$ cat config.mk
export PLATFORM = sky130hd
export DESIGN_NAME = cp0_int_ctrl
export DESIGN_NICKNAME = d
export VERILOG_FILES = /design/src/rtl/cp0_int_ctrl.sv
export SDC_FILE = /design/constraint.sdc
export NUM_CORES = 1
export LEC_CHECK = 0
export ABC_CLOCK_PERIOD_IN_PS = 1530
export BUFFER_PORTS_ARGS = -buffer_cell sky130_fd_sc_hd__buf_2
export CORE_AREA = 4 4 41 43
export DETAILED_ROUTE_END_ITERATION = 6
export DIE_AREA = 0 0 45 47
export GPL_TIMING_DRIVEN = 0
export PLACE_DENSITY = 0.67
export SLEW_MARGIN = 30
export SYNTH_ARGS = -nofsm -noshare
export SYNTH_HDL_FRONTEND = slang
export SYNTH_SLANG_ARGS = --single-unit
$ cat constraint.sdc
create_clock -name clk -period 1.53 [get_ports clk]
set_input_delay 0.306 -clock clk [delete_from_list [all_inputs] [get_ports clk]]
set_output_delay 0.306 -clock clk [all_outputs]
set_load 0.02 [all_outputs]
$ cat src/rtl/cp0_int_ctrl.sv
// Interrupt sequencer beside CP0: samples hw/timer lines into Cause.IP[7:2] and hands one
// qualified interrupt at a time to decode. Define CP0_INT_SYNC_EN to double-flop hw_int first.
module cp0_int_ctrl #(
  parameter int TIMEOUT_W = 4,
  parameter int TIMEOUT   = 15
) (
  input  logic       clk,
  input  logic       reset,
  input  logic [5:0] hw_int,
  input  logic       time_int,
  input  logic       status_ie,
  input  logic       status_exl,
  input  logic [7:0] status_im,
  input  logic [1:0] cause_ip_sw,
  input  logic       int_ack,
  input  logic       ws_ex,
  input  logic       eret,
  output logic [5:0] cause_ip_hw,
  output logic       int_req,
  output logic       int_pending
);

  typedef enum logic [1:0] {
    IDLE     = 2'd0,
    REQ      = 2'd1,
    INFLIGHT = 2'd2
  } state_t;

  state_t               state_r;
  logic [5:0]           ip_r;
  logic [5:0]           hw_s;
  logic [TIMEOUT_W-1:0] cnt_r;
  logic                 int_req_r;
  logic                 commit_s;

`ifdef CP0_INT_SYNC_EN
  logic [5:0] sync1_r;
  logic [5:0] sync2_r;

  // Two-flop synchronizer for the asynchronous external lines.
  always_ff @(posedge clk) begin
    if (reset) begin
      sync1_r <= 6'd0;
      sync2_r <= 6'd0;
    end else begin
      sync1_r <= hw_int;
      sync2_r <= sync1_r;
    end
  end

  assign hw_s = sync2_r;
`else
  assign hw_s = hw_int;
`endif

  // Level-sensitive sampling; the timer shares IP7 with hw line 5.
  always_ff @(posedge clk) begin
    if (reset) begin
      ip_r <= 6'd0;
    end else begin
      ip_r <= {hw_s[5] | time_int, hw_s[4:0]};
    end
  end

  assign cause_ip_hw = ip_r;
  assign int_pending = status_ie & ~status_exl & (|({ip_r, cause_ip_sw} & status_im));
  assign commit_s    = ws_ex | eret;

  // Request sequencer; the watchdog recovers if the tagged instruction is flushed.
  always_ff @(posedge clk) begin
    if (reset) begin
      state_r   <= IDLE;
      cnt_r     <= '0;
      int_req_r <= 1'b0;
    end else begin
      case (state_r)
        IDLE: begin
          cnt_r <= '0;
          if (int_pending) begin
            state_r   <= REQ;
            int_req_r <= 1'b1;
          end else begin
            state_r   <= IDLE;
            int_req_r <= 1'b0;
          end
        end
        REQ: begin
          cnt_r <= '0;
          if (int_ack) begin
            state_r   <= INFLIGHT;
            int_req_r <= 1'b0;
          end else if (!int_pending) begin
            state_r   <= IDLE;
            int_req_r <= 1'b0;
          end else begin
            state_r   <= REQ;
            int_req_r <= 1'b1;
          end
        end
        INFLIGHT: begin
          int_req_r <= 1'b0;
          if (commit_s || (cnt_r == TIMEOUT_W'(TIMEOUT))) begin
            state_r <= IDLE;
            cnt_r   <= '0;
          end else begin
            state_r <= INFLIGHT;
            cnt_r   <= cnt_r + TIMEOUT_W'(1);
          end
        end
        default: begin
          state_r   <= IDLE;
          cnt_r     <= '0;
          int_req_r <= 1'b0;
        end
      endcase
    end
  end

  assign int_req = int_req_r;

endmodule
==> summary.txt, run 1 <==
Place
  • GPL Wtd Cong: roughly 0.6
  • Post-DP Area: 636.9 µm²
  • I/O Buffers: 31
  • DPL Wire Length: 800 µm

Die
  • Core Footprint: approximately 1300 µm²
  • Width of the die: ~45 µm
  • # rows: 13
  • Ports: 32
  • Initial Utilization: 35.58%
  • Die area: 2115 µm²
  • Die H: 47 µm

Critical path
  • Crit path max-delay family: compound AO/OA/AOI/OAI gates
  • Critical path's largest stage delay: 0.32 ns
  • Setup crit end kind: output pin
  • Slowest cell on the critical path: dfxtp_1
  • Worst Path Buf+Inv: 1
  • Worst-path maximum fanout: 3
  • CP arrival: 1.13 ns
  • Critical Path RT: between 1 and 1.5 ns
  • Cell Chain, Critical Path: a22oi_2 -> a41oi_2 -> buf_2
  • Kind of critical path: reg -> out
  • Worst R2R Setup Slack: 0.20 ns
  • Worst setup SP type: flip-flop

Final layout
  • Number of fill cells: 130
  • Layout cell share with drive strength beyond 1: 57.14%
  • Area Overhead vs Synth: 47.03%
  • Commonest non-fill, non-tap cell in the layout: buf_2
  • Layout Nets: 103
  • Commonest non-fill, non-tap cells in the layout: buf_2, dfxtp_1, nor2_1, and2b_2, clkbuf_4
  • Antenna diodes: 0
  • Post-Layout Inst Area: 680.7 µm²

Timing
  • RSZ-0062 raised after global routing: no
  • Least-Margin Pin Slew: 0.2240 ns
  • Fmax: 695.0 MHz
  • Setup-failing EPs final: 0
  • Clock period minus worst slack: 1.439 ns
  • Hold Fails Final Rpt: 0
  • Max transition margin: about 85%
  • Clk_skew: 0.0006005 ns
  • Crit share post-route: between 90% and 100%
  • Final Max Slew Viols: 0
  • Setup TNS: 0 ns

Detailed routing
  • Via Count: 427
  • Final wirelength: 978 µm
  • Met2 Routed Length: 472 µm
  • Initial DRC count: 6
  • DRT Pass-1 Iters: 2
  • Wirelength per Cell: about 11 µm
  • Max layer used: met3
  • Met3 wire len: 104 µm
  • DRC: 0
  • WL met1: 401 µm
  • Vias per std cell: approximately 4.6
  • Remaining antenna violation count: 0

Flow run
  • Max-Cap Viols: 0

Power and ir drop
  • Pleak: 0.3327 nW
  • Seq pwr share: 55.8%
  • Int Pwr: ~0.00049 W
  • Clock share of power: about a third
  • Comb power frac: 12.7%
  • PD cells: 938.7 nW/µm²
  • Max VDD drop: 0.4672 mV
  • Sw frac: 22.68%
  • Tot Pwr: between 0.0006 and 0.0007 W
  • P_sw: 0.0001449 W

Synth
  • Flip-flop and latch count after synthesis: 13
  • Synth Cell Area: 462.9 µm²
  • Synth top area share: between 50% and 60%
  • Unique masters post-synth: 18
  • Largest area contributor in the netlist: dfxtp_1
  • Sequential share of the synthesized area: a little under three fifths
  • Mapped Cells: 42
  • Synth warn: 0
  • Synth area leaders: dfxtp_1, and2b_2, a22oi_1
  • Mean Syn Cell Area: between 10 and 15 µm²
  • Post-Syn Nets: 67

Clocking
  • Clock Tree Buf Depth: 2
  • CTS buffer count: 3
  • TritonCTS clock tree: yes
  • Clk_lat worst skew: 0.26 ns
  • Sink Count: 13
  • Hold buffer count at cts: 0
  • Max H-tree Level: 1
  • Clock transition at path regs: approximately 0.07 ns
  • CTS root buf: clkbuf_4

Hold path
  • HP Class: in -> reg

Global routing
  • Number of global-route vias before repair: 411
  • Grt ovf: 0
  • First-pass GRT wire length: 1490 µm
  • Largest net degree at the start of global routing: 10
  • Antenna violations before repair: 0
  • Total GRT Usage: 9.857%

Run status
  • Status: complete, no violations
[worst paths after layout]
| path | from | end | cells past startpoint |
|---|---|---|---|
| max | cause_ip_hw[1] | int_pending | 3 |
| min | hw_int[5] | cause_ip_hw[5] | 3 |
| max reg2reg | state_r[1] | state_r[1] | 3 |
| min reg2reg | cnt_r[0] | cnt_r[0] | 1 |
[state kept, by name, indices dropped and copies added, names as in the netlist]
| name | flops |
|---|---|
| cause_ip_hw | 6 |
| cnt_r | 4 |
| state_r | 2 |
| int_req | 1 |
[logic make-up (layout without fill, tap and decap cells)]
family	count (synthesis)	in the layout	share of synthesized area, %
buffers and inverters	1	36	0.8100
adder cells (fa/ha/maj)	1	1	2.702
flip-flops	13	13	56.22
AO/OA/AOI/OAI	7	7	12.43
XOR/XNOR	2	2	3.784
AND/OR/NAND/NOR	18	18	24.05
[Yosys cell counts]
cell type	count
nand3_1	1
nor2_1	5
or4b_1	1
and2b_2	5
nand2b_1	1
inv_1	1
nor2_2	1
xnor2_1	1
nand2_1	1
a311o_2	1
dfxtp_1	13
nor3_1	1
and3_1	2
o31ai_1	1
a41oi_1	1
ha_1	1
xor2_1	1
a22oi_1	4
[tightest hold or removal path, cell delays in order]
cell    delay, ns
buf_2        0.07
nor2_1       0.03
nor2_1       0.06
[what timing repair did]
item	in CTS	in global routing
setup buffers	0	0
gates resized for setup	0	3
endpoints found under the setup margin	0	1
[power groups by stage]
stage | registers [W] | clock network [W] | logic [W]
detailed placement | 0.000363 | 0 | 0.0000779
floorplan | 0.000376 | 0 | 0.0000212
CTS | 0.000355 | 0.000211 | 0.0000779
global route | 0.000358 | 0.000221 | 0.0000896
global placement | 0.000363 | 0 | 0.0000771
finish | 0.000356 | 0.000201 | 0.0000814
[final cells by class]
class                           instances  area, µm²  share of cell area [%]
Sequential cell                        13      260.3                   38.24
Multi-Input combinational cell         28      216.5                   31.80
Timing Repair Buffer                   31      155.1                   22.79
Clock buffer                            4      26.28                   3.860
Tap cell                               15      18.77                   2.757
Inverter                                1      3.754                  0.5515
[metrics by stage]
step | utilization [%] | worst slack (ns) | instances | hold slack, ns
6_report | 52.31 | 0.09119 | 92 | 0.2414
4_1_cts | 50.96 | 0.04134 | 92 | 0.2342
3_5_place_dp | 48.94 | 0.04180 | 88 | 0.4443
3_3_place_gp | 48.94 | 0.04615 | 88 | 0.4357
5_1_grt | 52.31 | 0.006743 | 92 | 0.2489
2_1_floorplan | - | 0.1896 | 42 | 0.3784
[layer usage]
layer  up-vias  GRT usage, %
li1        217             -
met4         0         7.018
met1       190         10.42
met3         0         3.448
met5         -             0
met2        20         16.38
Note: power is estimated with default switching activity, not from simulation.
==> run 2: changes to the inputs <==
==> constraint.sdc (replaced) <==
create_clock -name clk -period 1.53 [get_ports clk]
set_input_delay 0.153 -clock clk [delete_from_list [all_inputs] [get_ports clk]]
set_output_delay 0.153 -clock clk [all_outputs]
set_load 0.02 [all_outputs]
==> summary.txt, run 2 (synthesis results as in run 1) <==
Power and ir drop
  • Pleak: 0.3316 nW
  • Max VDD drop: roughly 0.46 mV
  • Tot Pwr: 0.0006357 W
  • PD cells: approximately 960 nW/µm²

Final layout
  • Area Overhead vs Synth: 43.24%
  • Layout cell share with drive strength beyond 1: 53.25%
  • Commonest non-fill, non-tap cell in the layout: buf_2
  • Post-Layout Inst Area: 663.1 µm²
  • Layout Nets: 103
  • Antenna diodes: 0
  • Commonest non-fill, non-tap cells in the layout: buf_2, dfxtp_1, nor2_1, and2b_2, a22oi_1
  • Largest register FFs: 6

Critical path
  • Slowest cell on the critical path: or4b_1
  • Critical Path RT: 1.72 ns
  • Critical path's largest stage delay: roughly 0.46 ns
  • Worst setup SP type: flip-flop
  • CP arrival: 1.52 ns
  • Worst-path maximum fanout: 4
  • Kind of critical path: reg -> reg
  • Cell Chain, Critical Path: or4b_1 -> a311o_2 -> o31ai_1
  • Setup crit end kind: flip-flop

Global routing
  • Met3 Usage GRT: 3.448%
  • Total GRT Usage: about a tenth
  • Largest net degree at the start of global routing: 10
  • First-pass GRT wire length: roughly 1500 µm
  • Met2 Usage GRT: ~16%
  • Met1 Resource Use GR: 10.42%
  • Antenna violations before repair: 0
  • Number of global-route vias before repair: around 400
  • Grt ovf: 0
  • GR peak layer: met2

Timing
  • Final Max Slew Viols: 0
  • Clk_skew: 0.0008312 ns
  • Hold Fails Final Rpt: 0
  • Fmax: 752.4 MHz
  • Setup ws final: 0.2009 ns
  • Min Hold Slack: 0.08412 ns
  • Max transition margin: 85.45%
  • Least-Margin Pin Slew: 0.2154 ns
  • Crit share post-route: 86.87%
  • Clock period minus worst slack: between 1 and 1.5 ns
  • Setup TNS: 0 ns
  • RSZ-0062 raised after global routing: no
  • Setup-failing EPs final: 0

Clocking
  • CTS root buf: clkbuf_4
  • Max H-tree Level: 1
  • Clk_lat worst skew: 0.27 ns
  • CTS buffer count: 3
  • Number of setup buffers added after CTS: 0
  • Hold buffer count at cts: 0
  • Post-CTS sizing: 0
  • TritonCTS clock tree: yes
  • Clock Tree Buf Depth: 2
  • Clock transition at path regs: 0.07 ns
  • Sink Count: 13

Die
  • Die area: roughly 2100 µm²
  • Width of the die: 45 µm
  • Die H: 47 µm
  • Ports: 32
  • # rows: 13
  • Initial Utilization: 35.58%
  • Core Footprint: 1301 µm²

Place
  • DPL Wire Length: ~800 µm
  • Dpl ws: just under 0.2 ns
  • I/O Buffers: 31
  • Post-DP Area: 636.9 µm²
  • GPL Wtd Cong: about 0.60

Detailed routing
  • Via Count: 430
  • Vias per std cell: 4.674
  • Final wirelength: 952 µm
  • Wirelength per Cell: 10.35 µm
  • DRT Pass-1 Iters: 2
  • DRC: 0
  • Remaining antenna violation count: 0
  • Initial DRC count: 5

Run status
  • Status: complete, no violations

Flow run
  • Max-Cap Viols: 0

Hold path
  • HP Class: in -> reg
run 2: cell types whose count changed in the layout (fill, tap and decap cells not counted):
cell     delta
a22oi_1     +2
a22oi_2     -2
a41oi_1     +1
a41oi_2     -1
run 2: worst max-delay path, delay by kind of cell, from the launching register on:
| kind | cells | cell delay, ns |
|---|---|---|
| AND/OR/NAND/NOR | 1 | 0.46 |
| AO/OA/AOI/OAI | 2 | 0.45 |
| flip-flops | 1 | 0.35 |
run 2: metal layers:
layer / routed length [µm] / part of all wire (%)
met5: 0 / 0
met4: 13 / 1.4
met3: 110 / 12
met2: 458 / 48
met1: 370 / 39
run 2: power by group:
group	total, W	internal (W)	switching, W
sequential	0.000355	0.000350	0.00000552
combinational	0.0000764	0.0000413	0.0000351
clock	0.000204	0.000101	0.000103
total	0.000636	0.000492	0.000144
run 2: area by class of cell:
class,instances,area [µm²]
Tap cell,15,18.77
Multi-Input combinational cell,28,198.9
Inverter,1,3.754
Clock buffer,4,26.28
Fill cell,132,638.1
Timing Repair Buffer,31,155.1
Sequential cell,13,260.3
run 2: metrics by stage:
| stage | cells | utilization, % |
|---|---|---|
| 3_3_place_gp | 88 | 48.94 |
| 6_report | 92 | 50.96 |
| 4_1_cts | 92 | 50.96 |
| 5_1_grt | 92 | 50.96 |
| 2_1_floorplan | 42 | - |
| 3_5_place_dp | 88 | 48.94 |
run 2: worst paths after layout:
| path | slack [ns] | from | end | cells after the start |
|---|---|---|---|---|
| max | 0.20 | state_r[1] | state_r[1] | 3 |
| min | 0.08 | hw_int[5] | cause_ip_hw[5] | 3 |
| max reg2reg | 0.20 | state_r[1] | state_r[1] | 3 |
| min reg2reg | 0.45 | cnt_r[0] | cnt_r[0] | 1 |
